**config.mk**
```make
export PLATFORM = sky130hd
export DESIGN_NAME = sample_stream_fifo_flat
export DESIGN_NICKNAME = d
export VERILOG_FILES = /design/src/rtl/sample_stream_pkg.sv /design/src/rtl/sample_stream_if.sv /design/src/rtl/sample_stream_ram.sv /design/src/rtl/sample_stream_fifo.sv /design/src/flat_wrapper.sv
export SDC_FILE = /design/constraint.sdc
export NUM_CORES = 1
export LEC_CHECK = 0
export ABC_AREA = 1
export BUFFER_PORTS_ARGS = -buffer_cell sky130_fd_sc_hd__buf_4
export CORE_ASPECT_RATIO = 1.2
export CORE_UTILIZATION = 54
export CTS_CLUSTER_SIZE = 12
export DETAILED_ROUTE_END_ITERATION = 10
export GPL_ROUTABILITY_DRIVEN = 0
export GPL_TIMING_DRIVEN = 0
export MAX_ROUTING_LAYER = met4
export PLACE_DENSITY = 0.75
export SYNTH_ARGS = -nofsm -noshare
export SYNTH_HDL_FRONTEND = slang
export SYNTH_SLANG_ARGS = --single-unit
```
**constraint.sdc**
```tcl
create_clock -name clk -period 2.3 [get_ports clk]
set_input_delay 0.23 -clock clk [delete_from_list [all_inputs] [get_ports clk]]
set_output_delay 0.23 -clock clk [all_outputs]
set_load 0.02 [all_outputs]
```
**src/rtl/sample_stream_pkg.sv**
```systemverilog
// Package: sample_stream_pkg
// Purpose: shared types and helpers for the sample stream FIFO.
//   stat_t   - 32-bit statistics counter type
//   STAT_MAX - saturation value for stat_t counters
//   sat_inc  - saturating increment of a stat_t value
package sample_stream_pkg;

  localparam int unsigned STAT_W = 32;

  typedef logic [STAT_W-1:0] stat_t;

  localparam stat_t STAT_MAX = 32'hFFFF_FFFF;

  // Increment that sticks at STAT_MAX instead of wrapping to zero.
  function automatic stat_t sat_inc(input stat_t value);
    return (value == STAT_MAX) ? value : value + STAT_W'(1);
  endfunction

endpackage : sample_stream_pkg

```
**src/rtl/sample_stream_if.sv**
```systemverilog
// Interface: sample_stream_if
// Purpose: ready/valid stream bundle carrying DATA_WIDTH-bit payloads.
//   valid - producer has data
//   ready - consumer can accept
//   data  - payload
// Modports:
//   master - drives valid/data, observes ready (producer side)
//   slave  - observes valid/data, drives ready (consumer side)
interface sample_stream_if #(
  parameter int unsigned DATA_WIDTH = 8
);

  logic                  valid;
  logic                  ready;
  logic [DATA_WIDTH-1:0] data;

  modport master (
    output valid,
    output data,
    input  ready
  );

  modport slave (
    input  valid,
    input  data,
    output ready
  );

endinterface : sample_stream_if

```
**src/rtl/sample_stream_ram.sv**
```systemverilog
// Module: sample_stream_ram
// Purpose: DEPTH x DATA_WIDTH register array backing the stream FIFO.
//   One synchronous write port, one asynchronous read port.
// Ports:
//   clk   - write clock
//   we    - write enable
//   waddr - write address
//   wdata - write data
//   raddr - read address
//   rdata - read data (combinational from the array)
module sample_stream_ram #(
  parameter int unsigned DATA_WIDTH = 8,
  parameter int unsigned DEPTH      = 4,
  localparam int unsigned ADDR_W    = $clog2(DEPTH)
) (
  input  logic                  clk,
  input  logic                  we,
  input  logic [ADDR_W-1:0]     waddr,
  input  logic [DATA_WIDTH-1:0] wdata,
  input  logic [ADDR_W-1:0]     raddr,
  output logic [DATA_WIDTH-1:0] rdata
);

  logic [DATA_WIDTH-1:0] mem [DEPTH];

  // Storage is not reset; validity is tracked by the FIFO pointers and level.
  always_ff @(posedge clk) begin
    if (we) begin
      mem[waddr] <= wdata;
    end
  end

  assign rdata = mem[raddr];

endmodule : sample_stream_ram

```
**src/rtl/sample_stream_fifo.sv**
```systemverilog
// Module: sample_stream_fifo
// Purpose: DEPTH-entry first-word-fall-through ready/valid FIFO between a
//   stream driver and a stream monitor, with a combinational data mirror and
//   push-strobe output.
// Ports:
//   clk                  - clock, all logic on posedge
//   reset                - synchronous, active-high
//   stream_in            - input stream (slave modport): valid/data in, ready out
//   stream_out           - output stream (master modport): valid/data out, ready in
//   stream_out_data_comb - combinational copy of stream_in.data
//   and_output           - stream_in.valid & stream_in.ready (push strobe)
//   level                - current occupancy, 0..DEPTH
// Optional (macro SAMPLE_STREAM_STATS_EN):
//   stat_in_count        - saturating push count
//   stat_out_count       - saturating pop count
//   stat_stall_count     - saturating count of cycles with valid & !ready on input
module sample_stream_fifo
  import sample_stream_pkg::*;
#(
  parameter int unsigned DATA_WIDTH = 8,
  parameter int unsigned DEPTH      = 4,
  localparam int unsigned CNT_W     = $clog2(DEPTH + 1)
) (
  input  logic                  clk,
  input  logic                  reset,
  sample_stream_if.slave        stream_in,
  sample_stream_if.master       stream_out,
  output logic [DATA_WIDTH-1:0] stream_out_data_comb,
  output logic                  and_output,
  output logic [CNT_W-1:0]      level
`ifdef SAMPLE_STREAM_STATS_EN
  ,
  output stat_t                 stat_in_count,
  output stat_t                 stat_out_count,
  output stat_t                 stat_stall_count
`endif
);

  localparam int unsigned PTR_W = $clog2(DEPTH);

  logic [PTR_W-1:0]      wr_ptr_q;
  logic [PTR_W-1:0]      rd_ptr_q;
  logic [CNT_W-1:0]      level_q;
  logic [CNT_W-1:0]      level_d;
  logic                  in_ready_q;
  logic                  out_valid_q;
  logic                  push;
  logic                  pop;
  logic [DATA_WIDTH-1:0] head_data;

  // Handshakes: ready/valid are registered, so neither depends on the other side.
  assign push = stream_in.valid & in_ready_q;
  assign pop  = out_valid_q & stream_out.ready;

  // Next occupancy: simultaneous push and pop leave the level unchanged.
  always_comb begin
    level_d = level_q;
    case ({push, pop})
      2'b10:   level_d = level_q + CNT_W'(1);
      2'b01:   level_d = level_q - CNT_W'(1);
      default: level_d = level_q;
    endcase
  end

  // Pointers, level and registered handshake flags; ready/valid look ahead at level_d.
  always_ff @(posedge clk) begin
    if (reset) begin
      wr_ptr_q    <= '0;
      rd_ptr_q    <= '0;
      level_q     <= '0;
      in_ready_q  <= 1'b0;
      out_valid_q <= 1'b0;
    end else begin
      if (push) begin
        wr_ptr_q <= wr_ptr_q + PTR_W'(1);
      end
      if (pop) begin
        rd_ptr_q <= rd_ptr_q + PTR_W'(1);
      end
      level_q     <= level_d;
      in_ready_q  <= (level_d != CNT_W'(DEPTH));
      out_valid_q <= (level_d != CNT_W'(0));
    end
  end

  sample_stream_ram #(
    .DATA_WIDTH (DATA_WIDTH),
    .DEPTH      (DEPTH)
  ) u_ram (
    .clk   (clk),
    .we    (push & ~reset),
    .waddr (wr_ptr_q),
    .wdata (stream_in.data),
    .raddr (rd_ptr_q),
    .rdata (head_data)
  );

  assign stream_in.ready  = in_ready_q;
  assign stream_out.valid = out_valid_q;
  // Head entry when non-empty; zero when empty so stale words are never shown.
  assign stream_out.data  = out_valid_q ? head_data : '0;
  assign level            = level_q;

  // Pure combinational taps, independent of reset.
  assign stream_out_data_comb = stream_in.data;
  assign and_output           = stream_in.valid & stream_in.ready;

`ifdef SAMPLE_STREAM_STATS_EN
  stat_t in_count_q;
  stat_t out_count_q;
  stat_t stall_count_q;

  // Saturating traffic and back-pressure counters.
  always_ff @(posedge clk) begin
    if (reset) begin
      in_count_q    <= '0;
      out_count_q   <= '0;
      stall_count_q <= '0;
    end else begin
      if (push) begin
        in_count_q <= sat_inc(in_count_q);
      end
      if (pop) begin
        out_count_q <= sat_inc(out_count_q);
      end
      if (stream_in.valid && !in_ready_q) begin
        stall_count_q <= sat_inc(stall_count_q);
      end
    end
  end

  assign stat_in_count    = in_count_q;
  assign stat_out_count   = out_count_q;
  assign stat_stall_count = stall_count_q;
`endif

endmodule : sample_stream_fifo

```
**src/flat_wrapper.sv**
```systemverilog
// flat-port wrapper written by rule: the top's interface ports become plain ports
module sample_stream_fifo_flat import sample_stream_pkg::*;
#(
  parameter int unsigned DATA_WIDTH = 8,
  parameter int unsigned DEPTH      = 4,
  localparam int unsigned CNT_W     = $clog2(DEPTH + 1)
)
  (clk, reset, stream_out_data_comb, and_output, level, stream_in_valid, stream_in_data, stream_in_ready, stream_out_valid, stream_out_data, stream_out_ready);
  sample_stream_if #(.DATA_WIDTH(DATA_WIDTH)) stream_in_i ();
  sample_stream_if #(.DATA_WIDTH(DATA_WIDTH)) stream_out_i ();
  input  logic clk;
  input  logic reset;
  output logic [DATA_WIDTH-1:0] stream_out_data_comb;
  output logic and_output;
  output logic [CNT_W-1:0] level;
  input wire logic [$bits(stream_in_i.valid)-1:0] stream_in_valid;
  input wire logic [$bits(stream_in_i.data)-1:0] stream_in_data;
  output wire logic [$bits(stream_in_i.ready)-1:0] stream_in_ready;
  output wire logic [$bits(stream_out_i.valid)-1:0] stream_out_valid;
  output wire logic [$bits(stream_out_i.data)-1:0] stream_out_data;
  input wire logic [$bits(stream_out_i.ready)-1:0] stream_out_ready;
  assign stream_in_i.valid = stream_in_valid;
  assign stream_in_i.data = stream_in_data;
  assign stream_in_ready = stream_in_i.ready;
  assign stream_out_valid = stream_out_i.valid;
  assign stream_out_data = stream_out_i.data;
  assign stream_out_i.ready = stream_out_ready;
  sample_stream_fifo #(.DATA_WIDTH(DATA_WIDTH), .DEPTH(DEPTH)) u_core (.clk(clk), .reset(reset), .stream_in(stream_in_i), .stream_out(stream_out_i), .stream_out_data_comb(stream_out_data_comb), .and_output(and_output), .level(level));
endmodule
```
==> summary.txt, run 1 <==
Clock tree
  – Clock transition at path regs: 0.13 ns
  – Max clock buf depth: 2
  – Root Buffer: clkbuf_4
  – Clock tree from TritonCTS: built
  – H-tree level count: 2
  – Clock sinks: 43
  – Clk_lat worst skew: 0.35 ns
  – Number of hold buffers added after CTS: 0
  – # resized after CTS: 0
  – CTS Buf Count: 5
  – Post-CTS Setup Repair Bufs: 0

Critical path
  – CP max-delay cell: fa_1
  – Crit path cell chain: nand2_1 > inv_1 > ha_1 > fa_1 > or2_2 > o21ai_0 > nand2_1 > nand2_1 > nand2_1
  – Worst EP required: 2.57 ns
  – Worst path max stage delay: 0.42 ns
  – WP depth: 9
  – Worst r2r src: u_core.stream_out.valid$_SDFF_PP0_
  – R2r setup slk: 0.37 ns
  – CP Capture Type: flip-flop
  – Crit path top cell by count: nand2_1
  – CP max FO: 5
  – Worst Path Arrival: 2.20 ns
  – Reg2reg end: u_core.stream_out.valid$_SDFF_PP0_
  – Worst Path Buf+Inv: 1
  – CP Capture Point: u_core.stream_out.valid$_SDFF_PP0_
  – Worst setup SP type: flip-flop
  – Origin of the worst setup path: u_core.stream_out.valid$_SDFF_PP0_
  – Worst Setup Path Type: reg -> reg
  – CP delay by family, top: adder cells
  – Worst R2R Path Depth: 9

Global route
  – Total track usage: 22.8%
  – Initial antenna violation count: 0
  – Largest net degree at the start of global routing: 15
  – Overflow after GRT: 0
  – Vias in the first global route: 1307
  – First-pass GRT wire length: 5330 um

Die
  – Num rows: 22
  – Die Height: 65.7 um
  – Die W: 55.0 um
  – I/O pin cnt: 34
  – Effective utilization at floorplan: 58.1%
  – CORE AREA: 3140 um^2
  – Die area: 3610 um^2

Placement
  – Dpl cell area: 2120 um^2
  – Port bufs: 33
  – Worst slack at placement: 0.400 ns
  – Post-DP HPWL: 2390 um

Logic synthesis
  – Compound-Gate Fraction of Synth Area: 8.79%
  – Post-synthesis sequential area ratio: 64.8%
  – Mapped Area: 1820 um^2
  – FF+latch count, synth: 43
  – Largest family of logic cells by synthesized area: simple AND/OR/NAND/NOR gates
  – Synth Area in Simple Gates: 12.1%
  – Syn Nets: 186
  – Synthesized instance count: 168
  – Number of synthesis warnings: 0
  – Adder-cell share of the synthesized area: 4.53%
  – Multiplexer share of the synthesized area: 0%
  – Netlist cell types: 18
  – XOR/XNOR share of the synthesized area: 0.961%
  – Synthesized area per cell: 10.9 um^2

Run status
  – Status: finished clean

Power
  – Maximum VDD drop: 0.795 mV
  – PD cells: 969 nW/um^2
  – Leakage: 0.923 nW

Finish
  – Fillers: 246
  – Final net count: 226
  – Area growth syn-to-layout: 20.0%
  – Ant. Diodes: 0
  – Layout cells sized above 1: 26.3%
  – Finished Cell Area: 2190 um^2

Timing
  – Final worst clock skew: 0.0135 ns
  – Slew at the pin closest to its max-slew limit: 0.747 ns
  – Setup TNS: 0 ns
  – # setup viols final: 0
  – Period utilization: 84.0%
  – Final slew viol count: 0
  – Hold WS: 0.0495 ns
  – Fin. Hold Viols: 0
  – RSZ-0062 raised after global routing: false
  – Fin worst setup slack: 0.368 ns
  – Min Tclk post-route: 1.93 ns
  – F_max: 517 MHz
  – Headroom to the max-slew limit: 50.0%

Route
  – Via count: 1262
  – Metal3 WL: 190 um
  – Top Layer Used: met4
  – DRC: 0
  – Routed WL: 3360 um
  – 1st-iter DRT viols: 27
  – Met1 Wirelength: 1280 um
  – Vias/cell: 5.15
  – Met2 wire len: 1800 um
  – WL per Instance: 13.7 um
  – Routed Antenna Nets: 0
  – Drt first pass iters: 4

Worst hold path
  – Hold crit path type: in -> reg

Flow run
  – MaxCap Viol Count: 0
-- flip-flops by register name, indices dropped and copies added, names as in the netlist, named ones only --
register / cells
u_core.wr_ptr_q: 2
u_core.u_ram.mem: 32
u_core.level: 3
u_core.stream_in.ready: 1
u_core.rd_ptr_q: 2
u_core.stream_out.valid: 1
-- report_power, final --
part / internal (mW) / total [mW] / leakage, nW / switching [mW]
registers: 0.923 / 0.976 / 0.380 / 0.0528
logic: 0.285 / 0.725 / 0.502 / 0.441
clock network: 0.187 / 0.420 / 0.0410 / 0.233
total: 1.39 / 2.12 / 0.923 / 0.726
-- synth_stat cells, drive strengths merged --
cell type   n  share of area, %
buf        12               5.4
nand2      13               2.7
fa          1               1.1
inv        17               3.5
dfxtp      11                12
or2         1              0.34
o21ai      20               5.5
nor2       39               8.2
a21oi      12               3.3
xor2        2              0.96
ha          5               3.4
nand3       2              0.55
edfxtp     32                53
nand4       1              0.34
-- stage by stage --
| stage | cells | total power [mW] | utilization (%) |
|---|---|---|---|
| 2_1_floorplan | 168 | 1.45 | - |
| 3_3_place_gp | 237 | 1.70 | 67.4 |
| 3_5_place_dp | 237 | 1.72 | 67.4 |
| 4_1_cts | 245 | 2.14 | 69.7 |
| 5_1_grt | 245 | 2.26 | 69.7 |
| 6_report | 245 | 2.12 | 69.7 |
-- per-layer routing --
layer / vias up / track usage (%)
li1: 626 / -
met1: 583 / 21.0
met2: 43 / 37.8
met3: 10 / 7.18
met4: 0 / 16.3
met5: - / -
-- layout make-up --
type	instances	area [um^2]	area share, %
Clock buffer	7	66.3	3.03
Multi-Input combinational cell	96	480	22.0
Sequential cell	43	1180	54.0
Tap cell	36	45.0	2.06
Timing Repair Buffer	33	248	11.3
Clock inverter	1	6.26	0.286
Buffer	12	97.6	4.46
Inverter	17	63.8	2.92
-- how the worst min path moves through the flow --
stage,start,endpoint,cells after the start
2_1_floorplan,reset,u_core.level[0]$_SDFF_PP0_,1
3_3_place_gp,reset,u_core.level[1]$_SDFF_PP0_,2
3_5_place_dp,reset,u_core.level[0]$_SDFF_PP0_,2
4_1_cts,reset,u_core.level[0]$_SDFF_PP0_,2
5_1_grt,reset,u_core.level[0]$_SDFF_PP0_,2
6_report,reset,u_core.level[0]$_SDFF_PP0_,2
-- cell families (layout without fill, tap and decap cells) --
family,count (synthesis),after routing
AOI/OAI and AO/OA,32,32
xor gates and xnor gates,2,2
adders and majority gates,6,6
buffers and inverters,29,70
DFF,43,43
and+or+nand+nor,56,56
-- worst register-to-register path, delay by kind of cell, from the launching register on --
family	cells	cell delay [ns]
adders and majority gates	2	0.65
DFF	1	0.39
and+or+nand+nor	5	0.59
buffers and inverters	1	0.13
AOI/OAI and AO/OA	1	0.10
-- placed cells by master, fill, tap and decap left out, types with 2 or more instances in the layout --
master,Yosys,layout
dfxtp_1,11,11
inv_1,16,16
xor2_1,2,2
nand3_1,2,2
o21ai_0,10,10
clkbuf_4,0,5
buf_6,2,2
a21oi_1,12,12
nor2_1,38,38
o21ai_1,10,10
ha_1,5,5
buf_4,10,43
nand2_1,13,13
edfxtp_1,32,32
Power figures use the tool's default switching activity.
==> inputs of run 2 (changes only) <==
Settings changed: ABC_AREA 1 to 0, CORE_UTILIZATION 54 to 49, PLACE_DENSITY 0.75 to 0.72.
Clock period 2.3 ns to 1.68 ns, I/O delays scaled along.
==> summary.txt, run 2 <==
Run status
  – Status: finished, violations left (was finished clean)
  – Violated checks: DRC, setup timing

Logic synthesis
  – Area contributors post-synth: edfxtp_1, dfxtp_1, mux4_2 (was edfxtp_1, dfxtp_1, nor2_1)
  – Top-area cell type share of the netlist area: 53.4% (was 52.7%)
  – Area leader, netlist: edfxtp_1 (unchanged)
  – Commonest cells in the netlist: edfxtp_1, and2_1, dfxtp_1 (was nor2_1, edfxtp_1, inv_1)
  – Number of synthesis warnings: 0 (unchanged)
  – Number of enable flip-flop cells after synthesis: 32 (unchanged)
  – Top_reg_cell synth: edfxtp_1 (unchanged)
  – Syn Nets: 132 (was 186)
  – Post-synthesis sequential area ratio: 65.6% (was 64.8%)
  – Ys async rst share: 0% (unchanged)
  – Count leader, synth: edfxtp_1 (was nor2_1)
  – Netlist cell types: 25 (was 18)
  – Mapped Area: 1800 um^2 (was 1820 um^2)
  – Synthesized instance count: 114 (was 168)
  – FF+latch count, synth: 43 (unchanged)
  – Synthesized area per cell: 15.8 um^2 (was 10.9 um^2)

Placement
  – Port bufs: 33 (unchanged)
  – Worst slack at placement: -0.133 ns (was 0.400 ns)
  – Post-DP HPWL: 2050 um (was 2390 um)

Die
  – Die area: 3920 um^2 (was 3610 um^2)
  – Effective utilization at floorplan: 52.6% (was 58.1%)
  – I/O pin cnt: 34 (unchanged)
  – Die W: 57.3 um (was 55.0 um)
  – CORE AREA: 3420 um^2 (was 3140 um^2)
  – Die Height: 68.4 um (was 65.7 um)
  – Num rows: 23 (was 22)

Clock tree
  – H-tree level count: 2 (unchanged)
  – Root Buffer: clkbuf_8 (was clkbuf_4)
  – Clock tree from TritonCTS: built (unchanged)
  – Clock transition at path regs: 0.08 ns (was 0.13 ns)
  – Max clock buf depth: 2 (unchanged)
  – Clk_lat worst skew: 0.30 ns (was 0.35 ns)
  – Clock sinks: 43 (unchanged)
  – CTS Buf Count: 5 (unchanged)

Timing
  – Slew at the pin closest to its max-slew limit: 0.447 ns (was 0.747 ns)
  – # setup viols final: 11 (was 0)
  – Final worst clock skew: 0.00886 ns (was 0.0135 ns)
  – Fin. Hold Viols: 0 (unchanged)
  – Final slew viol count: 0 (unchanged)
  – RSZ-0062 raised after global routing: true (was false)
  – Fin worst setup slack: -0.0526 ns (was 0.368 ns)
  – F_max: 577 MHz
  – Min Tclk post-route: 1.73 ns
  – Hold WS: 0.0773 ns (was 0.0495 ns)
  – Headroom to the max-slew limit: 70.2% (was 50.0%)
  – Period utilization: 103%

Global route
  – Initial antenna violation count: 0 (unchanged)
  – Overflow after GRT: 0 (unchanged)
  – First-pass GRT wire length: 4730 um (was 5330 um)
  – GR Util met1: 18.4% (was 21.0%)
  – Largest net degree at the start of global routing: 13 (was 15)
  – Met3 usage: 5.29% (was 7.18%)
  – M2 GR Usage: 31.8% (was 37.8%)
  – GR peak layer: met2 (unchanged)
  – Total track usage: 17.9% (was 22.8%)
  – Vias in the first global route: 986 (was 1307)

Critical path
  – Reg2reg end: u_core.stream_out.valid$_SDFF_PP0_ (unchanged)
  – CP max FO: 8 (was 5)
  – Worst Path Arrival: 1.56 ns (was 2.20 ns)
  – CP Capture Type: output pin (was flip-flop)
  – Worst Setup Path Type: reg -> out (was reg -> reg)
  – Worst R2R Path Depth: 6 (was 9)
  – Worst r2r src: u_core.stream_out.valid$_SDFF_PP0_ (unchanged)
  – CP Capture Point: stream_out_data[5] (was u_core.stream_out.valid$_SDFF_PP0_)
  – R2r setup slk: -0.04 ns (was 0.37 ns)
  – Worst setup SP type: flip-flop (unchanged)
  – Worst EP required: 1.51 ns (was 2.57 ns)

Finish
  – Area growth syn-to-layout: 29.9% (was 20.0%)
  – Final net count: 176 (was 226)
  – Commonest non-fill, non-tap cell in the layout: buf_4 (unchanged)
  – Most frequent cells in the layout: buf_4, edfxtp_1, and2_4, buf_6 (was buf_4, nor2_1, edfxtp_1)
  – Layout cells sized above 1: 52.2% (was 26.3%)
  – Max reg flops: 32 (unchanged)
  – Ant. Diodes: 0 (unchanged)
  – Fillers: 242 (was 246)
  – Top reg by flops: u_core.u_ram.mem (unchanged)

Flow run
  – MaxCap Viol Count: 0 (unchanged)

Route
  – Via count: 1012 (was 1262)
  – Routed Antenna Nets: 0 (unchanged)
  – Vias/cell: 5.16 (was 5.15)
  – 1st-iter DRT viols: 37 (was 27)
  – Routed WL: 2910 um (was 3360 um)
  – DRC: 4 (was 0)
  – Drt first pass iters: 7 (was 4)
  – WL per Instance: 14.9 um (was 13.7 um)

Worst hold path
  – Hold Path Cell Cnt: 1 (was 2)
  – Hold crit path type: in -> reg (unchanged)

Power
  – Maximum VDD drop: 0.768 mV (was 0.795 mV)
  – Power Total: 3.18 mW (was 2.12 mW)
  – PD cells: 1360 nW/um^2 (was 969 nW/um^2)
  – Leakage: 0.917 nW (was 0.923 nW)
run 2: cell types whose count changed in the layout (fill, tap and decap cells not counted), sizes merged, moves of 10 or more:
cell and delta:
a21oi -11, and2 +13, inv -15, nand2 -10, nor2 -31, o21ai -19
run 2: cells by family after synthesis:
| logic type | Yosys count | share of synthesized area [%] |
|---|---|---|
| multiplexers | 9 | 10.6 |
| adder cells (fa/ha/maj) | 6 | 4.59 |
| flip-flops | 43 | 65.6 |
| AO/OA/AOI/OAI | 5 | 1.88 |
| AND/OR/NAND/NOR | 31 | 9.31 |
| buffers and inverters | 15 | 5.63 |
| XOR/XNOR | 5 | 2.43 |
run 2: repair_timing:
item,4_1_cts,5_1_grt
pin swaps,9,1
resized for setup,19,3
buffers inserted,3,2
setup endpoints to repair,11,11
hold buffers,0,0
run 2: per-layer routing:
metal	routed length, um	vias to the layer above
met5	0	-
met4	55	0
met3	121	7
met2	1560	25
met1	1180	490
li1	-	490
run 2: layout make-up:
cell class              instances  area, um^2  area share [%]
repair buffers                 38         315            13.5
clock buffers                   8         100            4.28
well taps                      37        46.3            1.98
inverters                       3        11.3           0.482
multi-input cells              56         581            24.8
flip-flops and latches         43        1190            50.9
plain buffers                  11        95.1            4.07
run 2: worst max-delay path: stages (launching register included):
cell	delay (ns)
dfxtp_2	0.34
buf_12	0.14
mux4_2	0.50
and2_4	0.15
buf_6	0.12
run 2: worst min-delay path by stage:
stage,from,to,slack (ns)
floorplan,stream_in_data[0],u_core.u_ram.mem[0][0]$_DFFE_PP_,0.27
global placement,stream_in_data[1],u_core.u_ram.mem[2][1]$_DFFE_PP_,0.38
detailed placement,stream_in_data[1],u_core.u_ram.mem[0][1]$_DFFE_PP_,0.38
CTS,stream_in_data[0],u_core.u_ram.mem[3][0]$_DFFE_PP_,0.07
global route,stream_in_data[1],u_core.u_ram.mem[1][1]$_DFFE_PP_,0.07
finish,stream_in_data[2],u_core.u_ram.mem[1][2]$_DFFE_PP_,0.08
run 2: report_power, final:
part	total, mW	switching, mW	internal (mW)	leakage, nW
Clock	0.705	0.330	0.375	0.0515
Combinational	1.11	0.513	0.595	0.485
Sequential	1.36	0.0927	1.27	0.381
run 2: per-stage QoR:
stage	cells	util, %	setup TNS [ns]	instance area [um^2]
finish	196	68.3	-0.352	2340
global route	196	68.3	-0.859	2340
CTS	194	67.6	-0.573	2310
detailed placement	184	62.3	-0.322	2130
global placement	184	62.3	-0.288	2130
floorplan	114	-	-0.165	1840
==> inputs of run 3 (changes only) <==
Settings changed: RECOVER_POWER from default to 50.
==> summary.txt, run 3 (synthesis gave the netlist of run 2 again) <==
Run status
  – Status: finished, violations left (unchanged)
  – Violated checks: DRC, setup timing (unchanged)

Finish
  – Commonest non-fill, non-tap cell in the layout: edfxtp_1 (was buf_4)
  – Finished Cell Area: 2300 um^2 (was 2340 um^2)
  – Layout cells sized above 1: 46.5% (was 52.2%)
  – Finished Layout Cells: 196 (unchanged)
  – Area growth syn-to-layout: 28.0% (was 29.9%)
  – Final net count: 176 (unchanged)
  – Top reg by flops: u_core.u_ram.mem (unchanged)
  – Ant. Diodes: 0 (unchanged)
  – Fillers: 251 (was 242)
  – Max reg flops: 32 (unchanged)
  – Most frequent cells in the layout: edfxtp_1, buf_4, clkbuf_1 (was buf_4, edfxtp_1, and2_4, buf_6)
  – Layout Utilization: 67.3% (was 68.3%)

Worst hold path
  – Hold crit path type: in -> reg (unchanged)
  – Min-delay src: reset (was stream_in_data[2])

Clock tree
  – H-tree level count: 2 (unchanged)
  – Clock transition at path regs: 0.08 ns (about the same)
  – CTS Buf Count: 5 (unchanged)
  – Root Buffer: clkbuf_8 (unchanged)
  – Max clock buf depth: 2 (unchanged)
  – Number of hold buffers added after CTS: 0 (unchanged)
  – Clock tree from TritonCTS: built (unchanged)
  – Clock sinks: 43 (unchanged)
  – Clk_lat worst skew: 0.30 ns (about the same)

Route
  – 1st-iter DRT viols: 38 (was 37)
  – Routed Antenna Nets: 0 (unchanged)
  – Via count: 1015 (was 1012)
  – Vias/cell: 5.18 (was 5.16)
  – WL per Instance: 14.7 um (was 14.9 um)
  – Routed WL: 2880 um (was 2910 um)
  – DRC: 2 (was 4)
  – Drt first pass iters: 9 (was 7)

Critical path
  – CP Capture Type: output pin (unchanged)
  – CP delay by family, top: multiplexers (unchanged)
  – CP max-delay cell: mux4_2 (unchanged)
  – Worst setup SP type: flip-flop (unchanged)
  – Worst Path Arrival: 1.56 ns (about the same)
  – Worst EP required: 1.51 ns (about the same)
  – CP max FO: 8 (unchanged)
  – Worst Setup Path Type: reg -> out (unchanged)
  – Worst Path Buf+Inv: 2 (unchanged)
  – Crit path cell chain: buf_12 > mux4_2 > and2_4 > buf_6 (unchanged)
  – Worst r2r src: u_core.stream_out.valid$_SDFF_PP0_ (unchanged)
  – Worst path max stage delay: 0.50 ns (about the same)

Timing
  – RSZ-0062 raised after global routing: true (unchanged)
  – Hold WS: 0.154 ns (was 0.0773 ns)
  – Headroom to the max-slew limit: 70.2% (about the same)
  – Final worst clock skew: 0.00919 ns (was 0.00886 ns)
  – Min Tclk post-route: 1.73 ns (about the same)
  – Final slew viol count: 0 (unchanged)
  – Fin. Hold Viols: 0 (unchanged)
  – F_max: 578 MHz (was 577 MHz)
  – Slew at the pin closest to its max-slew limit: 0.447 ns (about the same)
  – # setup viols final: 10 (was 11)
  – Fin worst setup slack: -0.0515 ns (was -0.0526 ns)
  – Period utilization: 103% (about the same)

Placement
  – Post-DP HPWL: 2050 um (unchanged)
  – Placed instance count: 184 (unchanged)
  – Dpl cell area: 2130 um^2 (unchanged)
  – Port bufs: 33 (unchanged)

Die
  – I/O pin cnt: 34 (unchanged)
  – CORE AREA: 3420 um^2 (unchanged)
  – Num rows: 23 (unchanged)
  – Effective utilization at floorplan: 52.6% (unchanged)
  – Die area: 3920 um^2 (unchanged)
  – Die W: 57.3 um (unchanged)
  – Die Height: 68.4 um (unchanged)

Global route
  – Vias in the first global route: 986 (unchanged)
  – Initial antenna violation count: 0 (unchanged)
  – First-pass GRT wire length: 4730 um (unchanged)
  – Overflow after GRT: 0 (unchanged)
  – Total track usage: 17.9% (unchanged)
  – Largest net degree at the start of global routing: 13 (unchanged)

Flow run
  – MaxCap Viol Count: 0 (unchanged)

Power
  – Leakage: 0.882 nW (was 0.917 nW)
  – Maximum VDD drop: 0.767 mV (was 0.768 mV)
  – PD cells: 1370 nW/um^2 (was 1360 nW/um^2)
[run 3: changes by cell type in the layout (fill, tap and decap cells not counted)]
| cell | previous run | this run |
|---|---|---|
| buf_4 | 38 | 21 |
| clkbuf_1 | 2 | 11 |
| clkbuf_4 | 0 | 8 |
[run 3: repair_timing]
item / 4_1_cts / 5_1_grt
pin swaps: 9 / 1
endpoints found under the setup margin: 11 / 11
gates resized for setup: 19 / 3
setup buffers: 3 / 2
[run 3: tightest hold or removal path, delay by kind of cell]
family,cells,cell delay (ns)
AND/OR/NAND/NOR,2,0.15
buffers and inverters,1,0.09
[run 3: path summary, 6_finish.rpt]
check                                       endpoint  cells after the start  slack, ns
setup / recovery                  stream_out_data[5]                      4      -0.05
hold / removal            u_core.level[2]$_SDFF_PP0_                      3       0.15
setup reg to reg  u_core.stream_out.valid$_SDFF_PP0_                      6      -0.04
hold reg to reg      u_core.wr_ptr_q[1]$_SDFFE_PP0N_                      2       0.50
[run 3: layout make-up]
type / instances / area, um^2 / area share (%)
multi-input cells: 56 / 581 / 25.2
flip-flops and latches: 43 / 1190 / 51.6
clock buffers: 8 / 100 / 4.34
repair buffers: 38 / 282 / 12.2
well taps: 37 / 46.3 / 2.01
plain buffers: 11 / 95.1 / 4.13
inverters: 3 / 11.3 / 0.489
[run 3: through the flow]
stage          TNS (ns)  power (mW)  worst slack, ns
2_1_floorplan    -0.165        2.02          -0.0922
3_3_place_gp     -0.288        2.31           -0.125
3_5_place_dp     -0.322        2.34           -0.133
4_1_cts          -0.573        3.17          -0.0787
5_1_grt          -0.859        3.33          -0.0997
6_report         -0.350        3.16          -0.0515
[run 3: metal layers]
layer	GRT usage (%)	part of all wire (%)
met1	18.4	40
met2	31.8	54
met3	5.29	3.8
met4	8.23	1.9
met5	-	0
[run 3: power by group]
group / total (mW) / internal (mW) / leakage [nW] / switching, mW
Combinational: 1.09 / 0.582 / 0.450 / 0.512
Clock: 0.704 / 0.375 / 0.0515 / 0.329
Sequential: 1.36 / 1.27 / 0.381 / 0.0924
